<file path="config.mk">
export PLATFORM = sky130hd
export DESIGN_NAME = axi_arb2
export DESIGN_NICKNAME = d
export VERILOG_FILES = /design/src/rtl/axi_arb2.sv
export SDC_FILE = /design/constraint.sdc
export NUM_CORES = 1
export LEC_CHECK = 0
export ABC_AREA = 0
export CAP_MARGIN = 15
export CORE_MARGIN = 4
export CORE_UTILIZATION = 36
export CTS_CLUSTER_DIAMETER = 80
export DETAILED_ROUTE_END_ITERATION = 7
export PLACE_DENSITY = 0.73
export SLEW_MARGIN = 20
export SYNTH_ARGS = -nofsm -noshare
export SYNTH_HDL_FRONTEND = slang
export SYNTH_SLANG_ARGS = --single-unit
</file>
<file path="constraint.sdc">
create_clock -name clk -period 1.6 [get_ports clk]
set_input_delay 0.24 -clock clk [delete_from_list [all_inputs] [get_ports clk]]
set_output_delay 0.24 -clock clk [all_outputs]
set_load 0.1 [all_outputs]
</file>
<file path="src/rtl/axi_arb2.sv">
// axi_arb2: two-requester arbiter and phase-by-phase transaction sequencer
// in front of the axi register/display slave, with a per-phase watchdog.
// Optional feature macro: ARB_ROUND_ROBIN_EN (round-robin instead of fixed
// priority between simultaneous requests).
module axi_arb2 #(
    parameter int TO_CYCLES = 16
) (
    input  logic       clk,
    input  logic       reset,
    input  logic       req0,
    input  logic       req1,
    input  logic       we0,
    input  logic       we1,
    input  logic [3:0] addr0,
    input  logic [3:0] addr1,
    input  logic [3:0] wdata0,
    input  logic [3:0] wdata1,
    output logic       gnt0,
    output logic       gnt1,
    output logic       done0,
    output logic       done1,
    output logic       err,
    output logic [7:0] rd_hex,
    output logic       ms_arvalid,
    output logic       ms_rready,
    output logic       ms_awvalid,
    output logic       ms_wvalid,
    output logic [3:0] SWM_arADDR,
    output logic [3:0] SWM_wdata,
    input  logic       sm_arready,
    input  logic       sm_rvalid,
    input  logic       sm_awready,
    input  logic       sm_wready,
    input  logic [7:0] disp_hex_r
);

    typedef enum logic [2:0] {
        S_IDLE = 3'd0,
        S_AR   = 3'd1,
        S_R    = 3'd2,
        S_AW   = 3'd3,
        S_DONE = 3'd4
    } state_t;

    // Watchdog fires when the counter has already reached this value
    localparam logic [7:0] WD_LIMIT = 8'(TO_CYCLES - 1);

    state_t     state_r;
    logic       owner_r;
    logic [7:0] wd_r;
`ifdef ARB_ROUND_ROBIN_EN
    logic       ptr_r;      // last master served; the other one wins a tie
`endif

    logic       pick1_s;
    logic       sel_we_s;
    logic [3:0] sel_addr_s;
    logic [3:0] sel_wdata_s;
    logic       wd_hit_s;
    logic       aw_ok_s;
    logic       w_ok_s;

    // Winner selection and request-side operand mux for the IDLE grant
    always_comb begin
        pick1_s = 1'b0;
        if (req0 && req1) begin
`ifdef ARB_ROUND_ROBIN_EN
            pick1_s = ~ptr_r;
`else
            pick1_s = 1'b0;
`endif
        end else if (req1) begin
            pick1_s = 1'b1;
        end else begin
            pick1_s = 1'b0;
        end
        sel_we_s    = pick1_s ? we1    : we0;
        sel_addr_s  = pick1_s ? addr1  : addr0;
        sel_wdata_s = pick1_s ? wdata1 : wdata0;
    end

    // A write channel counts as accepted once its valid has dropped or its ready is seen
    assign aw_ok_s  = ~ms_awvalid | sm_awready;
    assign w_ok_s   = ~ms_wvalid  | sm_wready;
    assign wd_hit_s = (wd_r == WD_LIMIT);

    // Sequencer FSM with registered grant/done/handshake outputs and watchdog
    always_ff @(posedge clk) begin
        if (reset) begin
            state_r    <= S_IDLE;
            owner_r    <= 1'b0;
            wd_r       <= 8'd0;
            gnt0       <= 1'b0;
            gnt1       <= 1'b0;
            done0      <= 1'b0;
            done1      <= 1'b0;
            err        <= 1'b0;
            rd_hex     <= 8'd0;
            ms_arvalid <= 1'b0;
            ms_rready  <= 1'b0;
            ms_awvalid <= 1'b0;
            ms_wvalid  <= 1'b0;
            SWM_arADDR <= 4'd0;
            SWM_wdata  <= 4'd0;
`ifdef ARB_ROUND_ROBIN_EN
            ptr_r      <= 1'b1;
`endif
        end else begin
            gnt0  <= 1'b0;
            gnt1  <= 1'b0;
            done0 <= 1'b0;
            done1 <= 1'b0;
            case (state_r)
                S_IDLE: begin
                    err <= 1'b0;
                    if (req0 || req1) begin
                        owner_r    <= pick1_s;
                        gnt0       <= ~pick1_s;
                        gnt1       <= pick1_s;
                        SWM_arADDR <= sel_addr_s;
                        SWM_wdata  <= sel_wdata_s;
                        wd_r       <= 8'd0;
                        if (sel_we_s) begin
                            ms_awvalid <= 1'b1;
                            ms_wvalid  <= 1'b1;
                            state_r    <= S_AW;
                        end else begin
                            ms_arvalid <= 1'b1;
                            state_r    <= S_AR;
                        end
                    end
                end
                S_AR: begin
                    if (sm_arready) begin
                        ms_arvalid <= 1'b0;
                        ms_rready  <= 1'b1;
                        wd_r       <= 8'd0;
                        state_r    <= S_R;
                    end else if (wd_hit_s) begin
                        ms_arvalid <= 1'b0;
                        done0      <= ~owner_r;
                        done1      <= owner_r;
                        err        <= 1'b1;
                        state_r    <= S_DONE;
                    end else begin
                        wd_r <= wd_r + 8'd1;
                    end
                end
                S_R: begin
                    if (sm_rvalid) begin
                        ms_rready <= 1'b0;
                        rd_hex    <= disp_hex_r;
                        done0     <= ~owner_r;
                        done1     <= owner_r;
                        err       <= 1'b0;
                        state_r   <= S_DONE;
                    end else if (wd_hit_s) begin
                        ms_rready <= 1'b0;
                        done0     <= ~owner_r;
                        done1     <= owner_r;
                        err       <= 1'b1;
                        state_r   <= S_DONE;
                    end else begin
                        wd_r <= wd_r + 8'd1;
                    end
                end
                S_AW: begin
                    if (aw_ok_s && w_ok_s) begin
                        ms_awvalid <= 1'b0;
                        ms_wvalid  <= 1'b0;
                        done0      <= ~owner_r;
                        done1      <= owner_r;
                        err        <= 1'b0;
                        state_r    <= S_DONE;
                    end else if (wd_hit_s) begin
                        ms_awvalid <= 1'b0;
                        ms_wvalid  <= 1'b0;
                        done0      <= ~owner_r;
                        done1      <= owner_r;
                        err        <= 1'b1;
                        state_r    <= S_DONE;
                    end else begin
                        ms_awvalid <= ms_awvalid & ~sm_awready;
                        ms_wvalid  <= ms_wvalid & ~sm_wready;
                        wd_r       <= wd_r + 8'd1;
                    end
                end
                S_DONE: begin
                    err <= 1'b0;
`ifdef ARB_ROUND_ROBIN_EN
                    ptr_r <= owner_r;
`endif
                    state_r <= S_IDLE;
                end
                default: begin
                    state_r <= S_IDLE;
                end
            endcase
        end
    end

endmodule

</file>
# Word level (Yosys, flattened, before mapping)
# Index checks and enable logic that the tools add are counted.
word_totals:
  register_bits: 37
  latchBits: 0
  mem_bits_rw: 0
  rom_bits: 0
  inputBits: 34
  wordCells: 109
  mem_count: 0
op_classes:
  addsub: 1
  mul: 0
  div: 0
  magnitude_cmp: 0
  eq_ne: 14
  shifts: 0
  n_mux: 49
  bitwise_logic: 12
  reduce_logical: 18
op_table:
  columns: ["operator", "count"]
  rows:
  - ["8-bit two-way mux", 5]
  - ["8-bit case mux with 4 select lines", 1]
  - ["1-bit two-way mux", 27]
  - ["3-bit two-way mux", 5]
  - ["2-bit != test (second input constant)", 7]
  - ["3-bit case mux with 4 select lines", 1]
  - ["8-bit by 1-bit adder with 8-bit output (second input constant)", 1]
  - ["8-bit by 4-bit == test with 1-bit output (second input constant)", 1]
  - ["4-bit two-way mux", 2]
  - ["1-bit inverter", 8]
  - ["1-bit case mux with 2 select lines", 4]
  - ["4-bit AND reduction", 2]
  - ["4-bit nonzero test", 2]
  - ["3-bit by 2-bit == test with 1-bit output (second input constant)", 2]
  - ["3-bit != test (second input constant)", 2]
  - ["1-bit case mux with 3 select lines", 2]
  - ["2-bit AND reduction", 3]
  - ["3-bit AND reduction", 2]
  - ["2-bit nonzero test", 3]
  - ["1-bit case mux with 4 select lines", 1]
  - ["3-bit by 1-bit == test with 1-bit output (second input constant)", 1]
  - ["3-bit == test (second input constant)", 1]
  - ["3-bit zero test", 1]
  - ["3-bit OR reduction", 1]
  - ["other kinds (6)", 9]

# Logic depth before layout (Yosys ltp)
depth:
  depth_word: 6
  ltp_mapped: 6
  depth_no_buf: 5

# Least setup slack after synthesis
# No wires, ideal clock.
synth_timing:
  path_type: "register to register"
  start: "register ms_awvalid"
  end: "register wd_r[0]"
  arrival_ps: 2046
  slack_ps: -516
  stages_incl_launch_ff: 5
  n_path_buf: 0
  synth_period_minus_slack_ps: 2116
  cell_sequence: "dfxtp_1 nand2b_4 a41o_4 or4_1 a21boi_1"
synth_between:
  elab_chain_cells: 5
synth_lines:
  columns: ["element", "line", "source"]
  rows:
  - ["start: declaration", "26", "output logic ms_awvalid,"]
  - ["start signal: assignment", "183", "ms_awvalid <= ms_awvalid & ~sm_awready;"]
  - ["1-bit inverter", "83", "assign aw_ok_s = ~ms_awvalid | sm_awready;"]
  - ["1-bit OR", "83", null]
  - ["1-bit logical AND", "168", "if (aw_ok_s && w_ok_s) begin"]
  - ["2-bit != test (no line)", null, null]
  - ["4-bit AND reduction (no line)", null, null]
  - ["end signal: assignment", "146", "wd_r <= wd_r + 8'd1;"]
  - ["end signal: assignment", "164", "wd_r <= wd_r + 8'd1;"]
  - ["end signal: assignment", "185", "wd_r <= wd_r + 8'd1;"]
  - ["end: declaration", "50", "logic [7:0] wd_r;"]
# No other way between the ends.
# A chain may end at the register's enable or synchronous reset.

# Worst setup path after layout
layout_timing:
  start: "register wd_r[7]"
  end: "register wd_r[2]"
layout_between:
  elab_chain_cells: 4
layout_lines:
  columns: ["element", "line", "source"]
  rows:
  - ["8-bit by 4-bit == test with 1-bit output *", "85", "assign wd_hit_s = (wd_r == WD_LIMIT);"]
  - ["8-bit two-way mux *", null, null]
  - ["8-bit two-way mux, on equally long branches", null, null]
  - ["8-bit case mux with 4 select lines *", null, null]
# Every way passes the cells marked *; elsewhere a longest branch is shown, timed or not. The select of a mux whose other input is x is not followed.

==> flow_summary.yaml <==
run_status:
  outcome: "completed"
floorplanning:
  num_rows: 26
  core_mm2: 0.005075
  die_y_um: 80.25
  start_util_pct: 37.03
  die_x_um: 80.25
  dieArea_mm2: 0.006440
  io_pins: 59
logic_synthesis:
  synth.most_common_cell: "dfxtp_1"
  netlist_top_cells_area: "dfxtp_1 39%, mux2i_1 9.6%, nor2_1 4.8%, a211oi_1 4.0%, o21ai_0 2.7%"
  postSynthAreaPerCell_um2: 9.397
  synth_cells: 200
  yosys_warnings: 0
  async_flop_share_pct: 0
  ys_ff_latch: 37
  synth_top_cell_by_area: "dfxtp_1"
  yosys.cell_types.count: 49
  synth_nets: 235
  synth_common_cells: "37 x dfxtp_1, 24 x nor2_1, 18 x mux2i_1"
  synth-edff-count: 0
  synth_flop_cell: "dfxtp_1"
  synth.top_cell.area_share_pct: 39.41
  synth_area_mm2: 0.001879
  yosysSeqAreaShare_pct: 39.41
grt:
  antenna_found_initial: 0
  grt_pass1_wl_um: 8804
  grt_pass1_vias: 1954
  track_usage_pct: 17.46
  grt_overflow: 0
  grt_max_degree: 22
timing:
  hold_violations: 0
  whs_ps: 455.8
  fin_worst_skew_ps: 5.728
  relSlewSlack_pct: 71.39
  layout_setup_ws_ps: 78.33
  timing.final.max_slew_violations: 0
  finalCritPeriodShare_pct: 95.10
  fmax_ghz: 0.6572
  final-setup-viol-count: 0
  worstMarginPinSlew_ps: 425.6
  fin_setup_tns_ps: 0
  period_needed_ps: 1522
setup_path:
  crit_type: "reg2reg"
  cpPeakStageDelay_ps: 570
  crit_chain: "or4_4 > nor2_2 > buf_4 > o32ai_2 > a21oi_1"
  end_kind: "flop"
  cp_max_fo: 4
  crit_required_ps: 1820
  critPathTopFamily: "simple AND/OR/NAND/NOR gates"
  regToRegSetupSlack_ps: 80
  cp_slowest_cell: "or4_4"
  cp-startpoint: "wd_r[7]$_SDFFE_PP0P_"
  crit_buf_inv: 1
  arrival_ps: 1740
  cp-start-kind: "flop"
  r2r-start: "wd_r[7]$_SDFFE_PP0P_"
clocking:
  holdBufCountCts: 0
  root_buffer: "clkbuf_8"
  cts_buffers: 5
  cts_tree: "done"
  path_clk_slew_ps: 80
  cts_sinks: 37
  htreeDepth: 2
  clockBufferDepth: 2
  clk_latency_ps: 290
layout:
  final_util_pct: 63.56
  fin_cells: 364
  n_antenna_cell: 0
  syn2layout_area_growth_pct: 71.64
  drive_above_1_share_pct: 34.69
  nets: 328
route:
  route.vias.total: 1919
  drt_iter0_markers: 61
  drtAntennaViolNets: 0
  drt_first_pass_iters: 5
  avgViaCountPerCell: 5.272
  wl_per_cell_um: 14.70
  wl_um: 5349
  drc: 0
job:
  cap_viol_max_count: 0
worst_hold_path:
  hold_class: "reg2reg"
  hold_start: "owner_r$_SDFFE_PP0P_"
placement:
  place_ws_ps: -268.9
  dp_cells: 353
  place_hpwl_um: 4110
  port_buffers: 58
  routabilityCongestion: 0.9156
pwr:
  net-switching-power_uw: 1539
  power.internal_uw: 2336
  power_frac_seq_pct: 30.6
  switching_share_pct: 39.73
  vdd_ir_drop_max_mv: 0.7433
  combPwrFrac_pct: 47.2
  pwr-share-clk_pct: 22.3
  p_leak_uw: 0.001276
  p_per_area_mw_per_mm2: 1201
==> sequential cells by signal, indices dropped and copies added (netlist names) <==
register / cells
SWM_arADDR: 4
SWM_wdata: 4
done0: 1
done1: 1
err: 1
gnt0: 1
gnt1: 1
ms_arvalid: 1
ms_awvalid: 1
ms_rready: 1
ms_wvalid: 1
owner_r: 1
rd_hex: 8
state_r: 3
wd_r: 8
==> final cells by class <==
class	count	area [µm²]
clock buffers	6	82.58
clock inverters	2	36.28
fillers	423	1849
inverters	1	3.754
multi-input cells	150	1102
flip-flops and latches	37	757.0
well taps	70	87.58
repair buffers	98	1156
==> power groups by stage <==
stage	clock network [µW]	logic, µW	registers (µW)
after floorplan	0	505	1730
after global placement	0	1760	1190
after detailed placement	0	1790	1190
after CTS	874	1790	1170
after global routing	926	1930	1200
final	862	1830	1180
==> final timing paths <==
path / endpoint / cells past startpoint
worst min-delay path: done0$_SDFF_PP0_ / 1
worst max register to register: wd_r[2]$_SDFFE_PP0P_ / 5
worst max-delay path: wd_r[2]$_SDFFE_PP0P_ / 5
worst min register to register: done0$_SDFF_PP0_ / 1
==> logic make-up after synthesis <==
logic type / synth area share [%]
simple gates: 24.10
compound gates: 21.84
flops: 39.41
mux: 9.587
buf+inv: 4.393
fa+ha+maj: 0.6657
==> worst register-to-register path: cells and delay by family, from the launching register on <==
family | cells | cell delay [ps]
AOI/OAI and AO/OA | 2 | 220
buffers and inverters | 1 | 170
DFF | 1 | 340
and+or+nand+nor | 2 | 730
==> metal layers <==
layer / global-route usage (%) / up-vias / wire (µm)
li1: - / 930 / -
met4: 5.405 / 0 / 97
met2: 30.63 / 80 / 2693
met3: 7.063 / 10 / 509
met1: 19.11 / 899 / 2049
met5: 0 / - / 0
==> cells in the final DEF, fill, tap and decap left out, types with 3 or more instances in the layout <==
cell / Yosys / final
buf_4: 2 / 38
clkdlybuf4s50_1: 0 / 33
nand2b_1: 4 / 4
nor2b_1: 3 / 3
nand2_1: 7 / 6
nor2_1: 24 / 24
dfxtp_4: 0 / 3
a31oi_1: 4 / 4
dfxtp_2: 0 / 4
nor3b_1: 3 / 3
and2_1: 4 / 3
buf_12: 0 / 27
o31ai_1: 3 / 3
dfxtp_1: 37 / 30
a21oi_1: 9 / 9
clkbuf_8: 0 / 6
o21ai_0: 10 / 10
mux2i_1: 18 / 18
a211oi_1: 10 / 9
nand3_1: 4 / 3
nor3_1: 6 / 4
==> timing repair <==
item | in CTS | in global routing
setup buffers | 0 | 3
pin swaps | 0 | 3
gates resized for setup | 1 | 15
gates cloned | 0 | 0
setup endpoints to repair | 6 | 32
==> per-stage QoR <==
stage                     total power, µW  area, µm²
after detailed placement             2981       3029
final                                3875       3226
after floorplan                      2236       1887
after global placement               2951       3029
after CTS                            3839       3149
after global routing                 4060       3226
(Power assumes the default switching activity.)
